**config.mk**
```make
export PLATFORM = sky130hd
export DESIGN_NAME = nibble_packer_flat
export DESIGN_NICKNAME = d
export VERILOG_FILES = /design/src/rtl/nibble_packer_if.sv /design/src/rtl/nibble_packer.sv /design/src/flat_wrapper.sv
export SDC_FILE = /design/constraint.sdc
export NUM_CORES = 1
export LEC_CHECK = 0
export BUFFER_PORTS_ARGS = -buffer_cell sky130_fd_sc_hd__buf_2
export CAP_MARGIN = 20
export CORE_ASPECT_RATIO = 1.4
export CORE_MARGIN = 2
export CORE_UTILIZATION = 25
export CTS_CLUSTER_SIZE = 40
export DETAILED_ROUTE_END_ITERATION = 10
export PLACE_DENSITY = 0.49
export SYNTH_ARGS = -nofsm -noshare
export SYNTH_HDL_FRONTEND = slang
export SYNTH_SLANG_ARGS = --single-unit
```
**constraint.sdc**
```tcl
create_clock -name clk -period 6.5 [get_ports clk]
set_input_delay 0.975 -clock clk [delete_from_list [all_inputs] [get_ports clk]]
set_output_delay 0.975 -clock clk [all_outputs]
set_load 0.1 [all_outputs]
```
**src/rtl/nibble_packer_if.sv**
```systemverilog
// Handshake bundle between the nibble front end, the packer and the word consumer.
// The slave modport is the packer's view; the master modport is the surrounding logic's.
interface nibble_packer_if #(
  parameter int NIBBLES = 4
);
  localparam int W  = 4 * NIBBLES;
  localparam int CW = $clog2(NIBBLES + 1);

  logic          in_valid;
  logic [3:0]    in_data;
  logic          in_ready;
  logic          flush;
  logic          out_valid;
  logic          out_ready;
  logic [W-1:0]  out_data;
  logic [CW-1:0] out_count;
  logic          out_last;

  modport slave (
    input  in_valid, in_data, flush, out_ready,
    output in_ready, out_valid, out_data, out_count, out_last
  );

  modport master (
    output in_valid, in_data, flush, out_ready,
    input  in_ready, out_valid, out_data, out_count, out_last
  );
endinterface

```
**src/rtl/nibble_packer.sv**
```systemverilog
// Packs NIBBLES consecutive 4-bit nibbles into one word behind a one-entry output register,
// with a sticky flush that emits a zero-padded partial word tagged by its nibble count.
module nibble_packer #(
  parameter int NIBBLES   = 4,
  parameter bit LSB_FIRST = 1'b1
) (
  input  logic           clk,
  input  logic           reset,
  nibble_packer_if.slave bus
);
  localparam int W  = 4 * NIBBLES;
  localparam int CW = $clog2(NIBBLES + 1);
  localparam logic [CW-1:0] LAST_IDX = CW'(NIBBLES - 1);

  logic [W-1:0]  acc, acc_next;
  logic [CW-1:0] cnt, cnt_next, pos;
  logic          flush_pend;
  logic          out_valid_q, out_last_q;
  logic [W-1:0]  out_data_q;
  logic [CW-1:0] out_count_q;

  logic slot_free, accept, complete, flush_any, emit_partial, load;

  always_comb begin
    // NOTE: every signal written here gets a value on every path first, so no latch is inferred.
    slot_free    = !out_valid_q || bus.out_ready;
    bus.in_ready = reset && ((cnt != LAST_IDX) || slot_free);
    accept       = bus.in_valid && bus.in_ready;
    pos          = LSB_FIRST ? cnt : LAST_IDX - cnt;
    acc_next     = acc;
    if (accept) acc_next[4*pos +: 4] = bus.in_data;
    cnt_next     = cnt + CW'(accept);
    // Only the word-completing nibble can be back-pressured, so complete implies slot_free.
    complete     = accept && (cnt == LAST_IDX);
    flush_any    = flush_pend || bus.flush;
    emit_partial = !complete && flush_any && (cnt_next != '0) && slot_free;
    load         = complete || emit_partial;
  end

  // NOTE: sequential state uses non-blocking assignments so all registers update from pre-edge values.
  always_ff @(posedge clk) begin
    if (!reset) begin
      acc         <= '0;
      cnt         <= '0;
      flush_pend  <= 1'b0;
      out_valid_q <= 1'b0;
      out_data_q  <= '0;
      out_count_q <= '0;
      out_last_q  <= 1'b0;
    end else if (load) begin
      out_valid_q <= 1'b1;
      out_data_q  <= acc_next;
      out_count_q <= cnt_next;
      out_last_q  <= complete ? flush_any : 1'b1;
      acc         <= '0;
      cnt         <= '0;
      flush_pend  <= 1'b0;
    end else begin
      if (out_valid_q && bus.out_ready) out_valid_q <= 1'b0;
      acc        <= acc_next;
      cnt        <= cnt_next;
      // A flush with nothing to emit is dropped rather than left pending.
      flush_pend <= flush_any && (cnt_next != '0);
    end
  end

  assign bus.out_valid = out_valid_q;
  assign bus.out_data  = out_data_q;
  assign bus.out_count = out_count_q;
  assign bus.out_last  = out_last_q;
endmodule

```
**src/flat_wrapper.sv**
```systemverilog
// flat-port wrapper written by rule: the top's interface ports become plain ports
module nibble_packer_flat 
#(
  parameter int NIBBLES   = 4,
  parameter bit LSB_FIRST = 1'b1
)
  (clk, reset, bus_in_valid, bus_in_data, bus_flush, bus_out_ready, bus_in_ready, bus_out_valid, bus_out_data, bus_out_count, bus_out_last);
  nibble_packer_if #(.NIBBLES(NIBBLES)) bus_i ();
  input  logic clk;
  input  logic reset;
  input wire logic [$bits(bus_i.in_valid)-1:0] bus_in_valid;
  input wire logic [$bits(bus_i.in_data)-1:0] bus_in_data;
  input wire logic [$bits(bus_i.flush)-1:0] bus_flush;
  input wire logic [$bits(bus_i.out_ready)-1:0] bus_out_ready;
  output wire logic [$bits(bus_i.in_ready)-1:0] bus_in_ready;
  output wire logic [$bits(bus_i.out_valid)-1:0] bus_out_valid;
  output wire logic [$bits(bus_i.out_data)-1:0] bus_out_data;
  output wire logic [$bits(bus_i.out_count)-1:0] bus_out_count;
  output wire logic [$bits(bus_i.out_last)-1:0] bus_out_last;
  assign bus_i.in_valid = bus_in_valid;
  assign bus_i.in_data = bus_in_data;
  assign bus_i.flush = bus_flush;
  assign bus_i.out_ready = bus_out_ready;
  assign bus_in_ready = bus_i.in_ready;
  assign bus_out_valid = bus_i.out_valid;
  assign bus_out_data = bus_i.out_data;
  assign bus_out_count = bus_i.out_count;
  assign bus_out_last = bus_i.out_last;
  nibble_packer #(.NIBBLES(NIBBLES), .LSB_FIRST(LSB_FIRST)) u_core (.clk(clk), .reset(reset), .bus(bus_i));
endmodule
```
# Yosys cells after proc, flatten, opt, wreduce, memory -nomap -nowiden
# Index checks and enable logic that the tools add are counted.
# Widths: inputs -> output; s select.
# totals
ff_bits,41
input_bits,9
# op_classes
addsub,2
n_eq_ne,2
n_shift,2
muxes,5
bitwise,1
n_reduce_logical,17
# ops
op,n
$neg 5->34,1
$shift 4x34->16 const A,1
$shiftx 4x34->16,1
$bwmux 16,1
$mux 16,1
$logic_and 1x1->1,8
$logic_or 1x1->1,4
$add 3x1->3,1
$eq 3x2->1 const B,1
$mux 1,3
$ne 3x2->1 const B,1
$reduce_bool 3->1,1
$logic_not 1->1,2
$reduce_bool 2->1,1
$reduce_or 2->1,1
$not 1->1,1

# Longest topological paths before layout
# logic_depth
ltp_word,12
depth_mapped,11
depth_no_buf,9

# Least setup slack after synthesis
# OpenSTA, ideal clock, no wires.
# synth_timing
path_kind,register -> register
start,register u_core.out_valid_q (netlist: u_core.bus.out_valid)
end,register u_core.out_data_q[3] (netlist: u_core.bus.out_data[3])
setup_ns,0.120
t_arrival_ns,2.922
setup_slack_ns,3.458
stages_incl_launch_ff,11
path_buffers,2
period_less_slack_ns,3.042
cell_sequence,dfxtp_1 nor4bb_4 nor2_1 ha_1 ha_1 xor2_2 o31ai_2 a21o_1 buf_2 buf_6 o2bb2ai_2
# synth_between
elab_chain_cells,11
word_cells_on_any_way,14
classes_between,1 x add/sub; 1 x mux; 12 x reduce/logical
# synth_lines
element,line,rtl
from (decl),nibble_packer.sv:18,"logic out_valid_q, out_last_q;"
from (signal assigned),nibble_packer.sv:46,out_valid_q <= 1'b0;
from (signal assigned),nibble_packer.sv:51,out_valid_q <= 1'b1;
from (signal assigned),nibble_packer.sv:59,if (out_valid_q && bus.out_ready) out_valid_q <= 1'b0;
$logic_not 1->1 (*),nibble_packer.sv:26,slot_free = !out_valid_q || bus.out_ready;
$logic_or 1x1->1 (*),nibble_packer.sv:26,
"parallel branches: the longest is 9 deep, another holds $add 3x1->3",--,
to (signal assigned),nibble_packer.sv:52,out_data_q <= acc_next;
to (decl),nibble_packer.sv:19,logic [W-1:0] out_data_q;
# Mark *: on every way between the ends.
# A chain may end at the register's enable or synchronous reset.

# Final worst setup path
# layout_timing
start,register u_core.cnt[0]
end,register u_core.cnt[2]
# layout_between
elab_chain_cells,11
word_cells_on_any_way,14
classes_between,1 x add/sub; 2 x eq/ne; 11 x reduce/logical
# layout_lines
element,line,rtl
from (decl),nibble_packer.sv:16,"logic [CW-1:0] cnt, cnt_next, pos;"
from (signal assigned),nibble_packer.sv:61,cnt <= cnt_next;
"parallel branches: the longest is 11 deep, another holds $add 3x1->3",--,
# Parallel ways; which one is timed is not known.

==> impl_metrics.tcl <==
set metrics [dict create \
    critPathArrivalTime_ns 3.57 \
    synthCells 162 \
    yosysSeqAreaShare_pct 45.7 \
    synth_xor_area_share_pct 0.905 \
    synth_seq_cells 41 \
    gp_congestion 0.694 \
    synth_common_cells "dfxtp_1, nor2_1, mux2i_1" \
    tightest_slew_ns 0.789 \
    syn_nets 178 \
    hold_buffers 0 \
    finClkSkew_ns 0.0111 \
    async_flop_share_pct 0 \
    r2r_setup_slack_ns 3.18 \
    slowest_delay_ns 0.69 \
    cts_resized 0 \
    portBuffers 30 \
    die_area_um2 7890 \
    core_area_um2 6980 \
    cts_inserted_buffers 5 \
    synth_top_family_by_area "simple AND/OR/NAND/NOR gates" \
    synth.yosys.warnings 0 \
    synth_cell_types 36 \
    crit_family "compound AO/OA/AOI/OAI gates" \
    p_leak_nw 0.833 \
    cp_slowest_cell "o211a_1" \
    stdcell_area_um2 2130 \
    peakVddDrop_v 0.000123 \
    setup_violations 0 \
    relSlewSlack_pct 47.4 \
    n_antenna_cell 0 \
    setup_tns_ns 0 \
    cp-start-kind "flip-flop" \
    synthFlopType "dfxtp_1" \
    dr.pass1.iters 4 \
    worstPathRequired_ns 6.74 \
    final-hold-violation-count 0 \
    grt.total_usage_pct 10.2 \
    fin_crit_sh_pct 51.1 \
    synth_area_leaders "dfxtp_1, mux2i_1, o2bb2ai_2, ha_1, nor2_1" \
    routed_wl_um 3610 \
    cts_tree "done" \
    die_h_um 104 \
    synth_edf_count 0 \
    num_rows 36 \
    dp_hpwl_um 2690 \
    clock_path_buffers 2 \
    drc 0 \
    yosys.area.top_type "dfxtp_1" \
    pin_count 31 \
    initial_core_util_pct 25.7 \
    maxCapViolations 0 \
    crit_type "reg2reg" \
    synth_compound_area_share_pct 15.4 \
    placed_area_um2 2010 \
    viasPerCell 4.26 \
    dr_total_vias 1227 \
    grt_setup_unrepaired "false" \
    post_drt_wl_per_cell_um 12.5 \
    synth_fa_ha_area_share_pct 4.87 \
    cts.clk_slew.worst_paths_ns 0.08 \
    clkLatencyLatePin_ns 0.29 \
    syn_area_um2 1800 \
    muxShareOfSynthArea_pct 9.47 \
    hold_path_class "reg2reg" \
    antenna_left 0 \
    nets 208 \
    grt_max_degree 22 \
    drt-initial-drc-count 43 \
    syn_area_per_cell_um2 11.1 \
    drive_above_1_share_pct 31.6 \
    synth_simple_gate_area_share_pct 18.5 \
    path_common_cell "ha_1" \
    finalCriticalPeriod_ns 3.32 \
    post-cts-setup-buffer-count 0 \
    path_cells "ha_1, nor4bb_4, nor2_1, ha_1, ha_1, xor2_2, o31ai_2, o211a_1, and2_2" \
    p_per_area_nw_per_um2 252 \
    status "complete, no violations" \
    clock-root-buffer "clkbuf_8" \
    synth_top_area_share_pct 45.7 \
    grt-ovfl-total 0 \
    antenna_found_initial 0 \
    dieWidth_um 75.7 \
    cp-end-kind "flip-flop" \
    drv_slew 0 \
    grt_pass1_wl_um 6130 \
    crit_fanout 17 \
    cts.sinks 41 \
    synth_most_common_cell "dfxtp_1" \
    critPathBufInv 0 \
    area_delta_synth_final_pct 18.3 \
    max_freq_mhz 301 \
    grt_pass1_vias 1275 \
    htreeDepth 2 \
]
[sequential cells by signal (all words and copies together), names as in the netlist]
signal / count
u_core.acc: 16
u_core.bus.out_count: 3
u_core.bus.out_data: 16
u_core.bus.out_last: 1
u_core.bus.out_valid: 1
u_core.cnt: 3
u_core.flush_pend: 1
[cell families after synthesis]
logic type / count (synthesis)
compound gates: 25
xor+xnor: 1
fa+ha+maj: 7
buf+inv: 16
flops: 41
mux: 17
simple gates: 55
[cell type report]
| class | instances | area (µm²) |
|---|---|---|
| Fill cell | 747 | 4860 |
| Multi-Input combinational cell | 105 | 883 |
| Sequential cell | 41 | 821 |
| Timing Repair Buffer | 32 | 165 |
| Tap cell | 95 | 119 |
| Clock buffer | 6 | 72.6 |
| Clock inverter | 2 | 38.8 |
| Inverter | 7 | 26.3 |
[metal layers]
metal	wire length, µm	GRT usage [%]
met4	78	4.51
met5	0	0
met1	1550	12.0
met3	125	2.52
met2	1850	16.8
[cells in the final DEF, fill, tap and decap left out]
cell | synthesis | final
buf_2 | 4 | 30
o2bb2ai_1 | 6 | 6
o221a_2 | 1 | 1
and2b_1 | 1 | 1
clkbuf_8 | 0 | 5
and2b_2 | 1 | 1
nand4_1 | 1 | 1
ha_1 | 7 | 7
mux2i_1 | 17 | 17
nand2b_1 | 1 | 1
and4bb_2 | 2 | 2
o2bb2ai_2 | 10 | 10
nor4bb_4 | 1 | 1
nor2_1 | 21 | 21
a21o_1 | 1 | 1
inv_1 | 7 | 7
nor3_2 | 3 | 3
and2_2 | 1 | 1
clkbuf_1 | 1 | 1
buf_4 | 0 | 2
clkinv_4 | 0 | 1
nor4b_1 | 1 | 1
o21a_1 | 1 | 1
or2_2 | 1 | 1
nor2b_1 | 2 | 2
o21ai_0 | 1 | 1
nand2_1 | 8 | 8
and3_1 | 4 | 4
o211a_1 | 1 | 1
dfxtp_1 | 41 | 41
and2_1 | 4 | 4
o31ai_2 | 1 | 1
nor4bb_1 | 3 | 3
o22ai_1 | 2 | 2
bufinv_16 | 0 | 1
xor2_2 | 1 | 1
o211ai_1 | 1 | 1
[tightest hold or removal path: stages (launching register included)]
cell and delay (ns):
dfxtp_1 0.32, inv_1 0.05, o22ai_1 0.05
[final timing paths]
path,start,to,depth (start not counted)
setup / recovery,u_core.cnt[0]$_SDFF_PP0_,u_core.cnt[2]$_SDFF_PP0_,9
setup reg to reg,u_core.cnt[0]$_SDFF_PP0_,u_core.cnt[2]$_SDFF_PP0_,9
hold / removal,u_core.bus.out_count[0]$_SDFFE_PN0P_,u_core.bus.out_count[0]$_SDFFE_PN0P_,2
hold reg to reg,u_core.bus.out_count[0]$_SDFFE_PN0P_,u_core.bus.out_count[0]$_SDFFE_PN0P_,2
[power breakdown]
group	internal (mW)	leakage, nW	switching, mW
Combinational	0.0202	0.447	0.0526
Clock	0.115	0.0554	0.0873
Sequential	0.256	0.331	0.00418
[through the flow]
stage	setup WS (ns)	power [mW]	hold slack, ns	cells	utilization (%)
5_1_grt	2.81	0.561	0.492	288	30.4
4_1_cts	3.11	0.544	0.463	288	30.4
2_1_floorplan	3.46	0.328	0.456	162	-
3_5_place_dp	2.85	0.341	0.447	280	28.9
6_report	3.18	0.536	0.458	288	30.4
3_3_place_gp	2.91	0.341	0.440	280	28.9
Power figures use the tool's default switching activity.
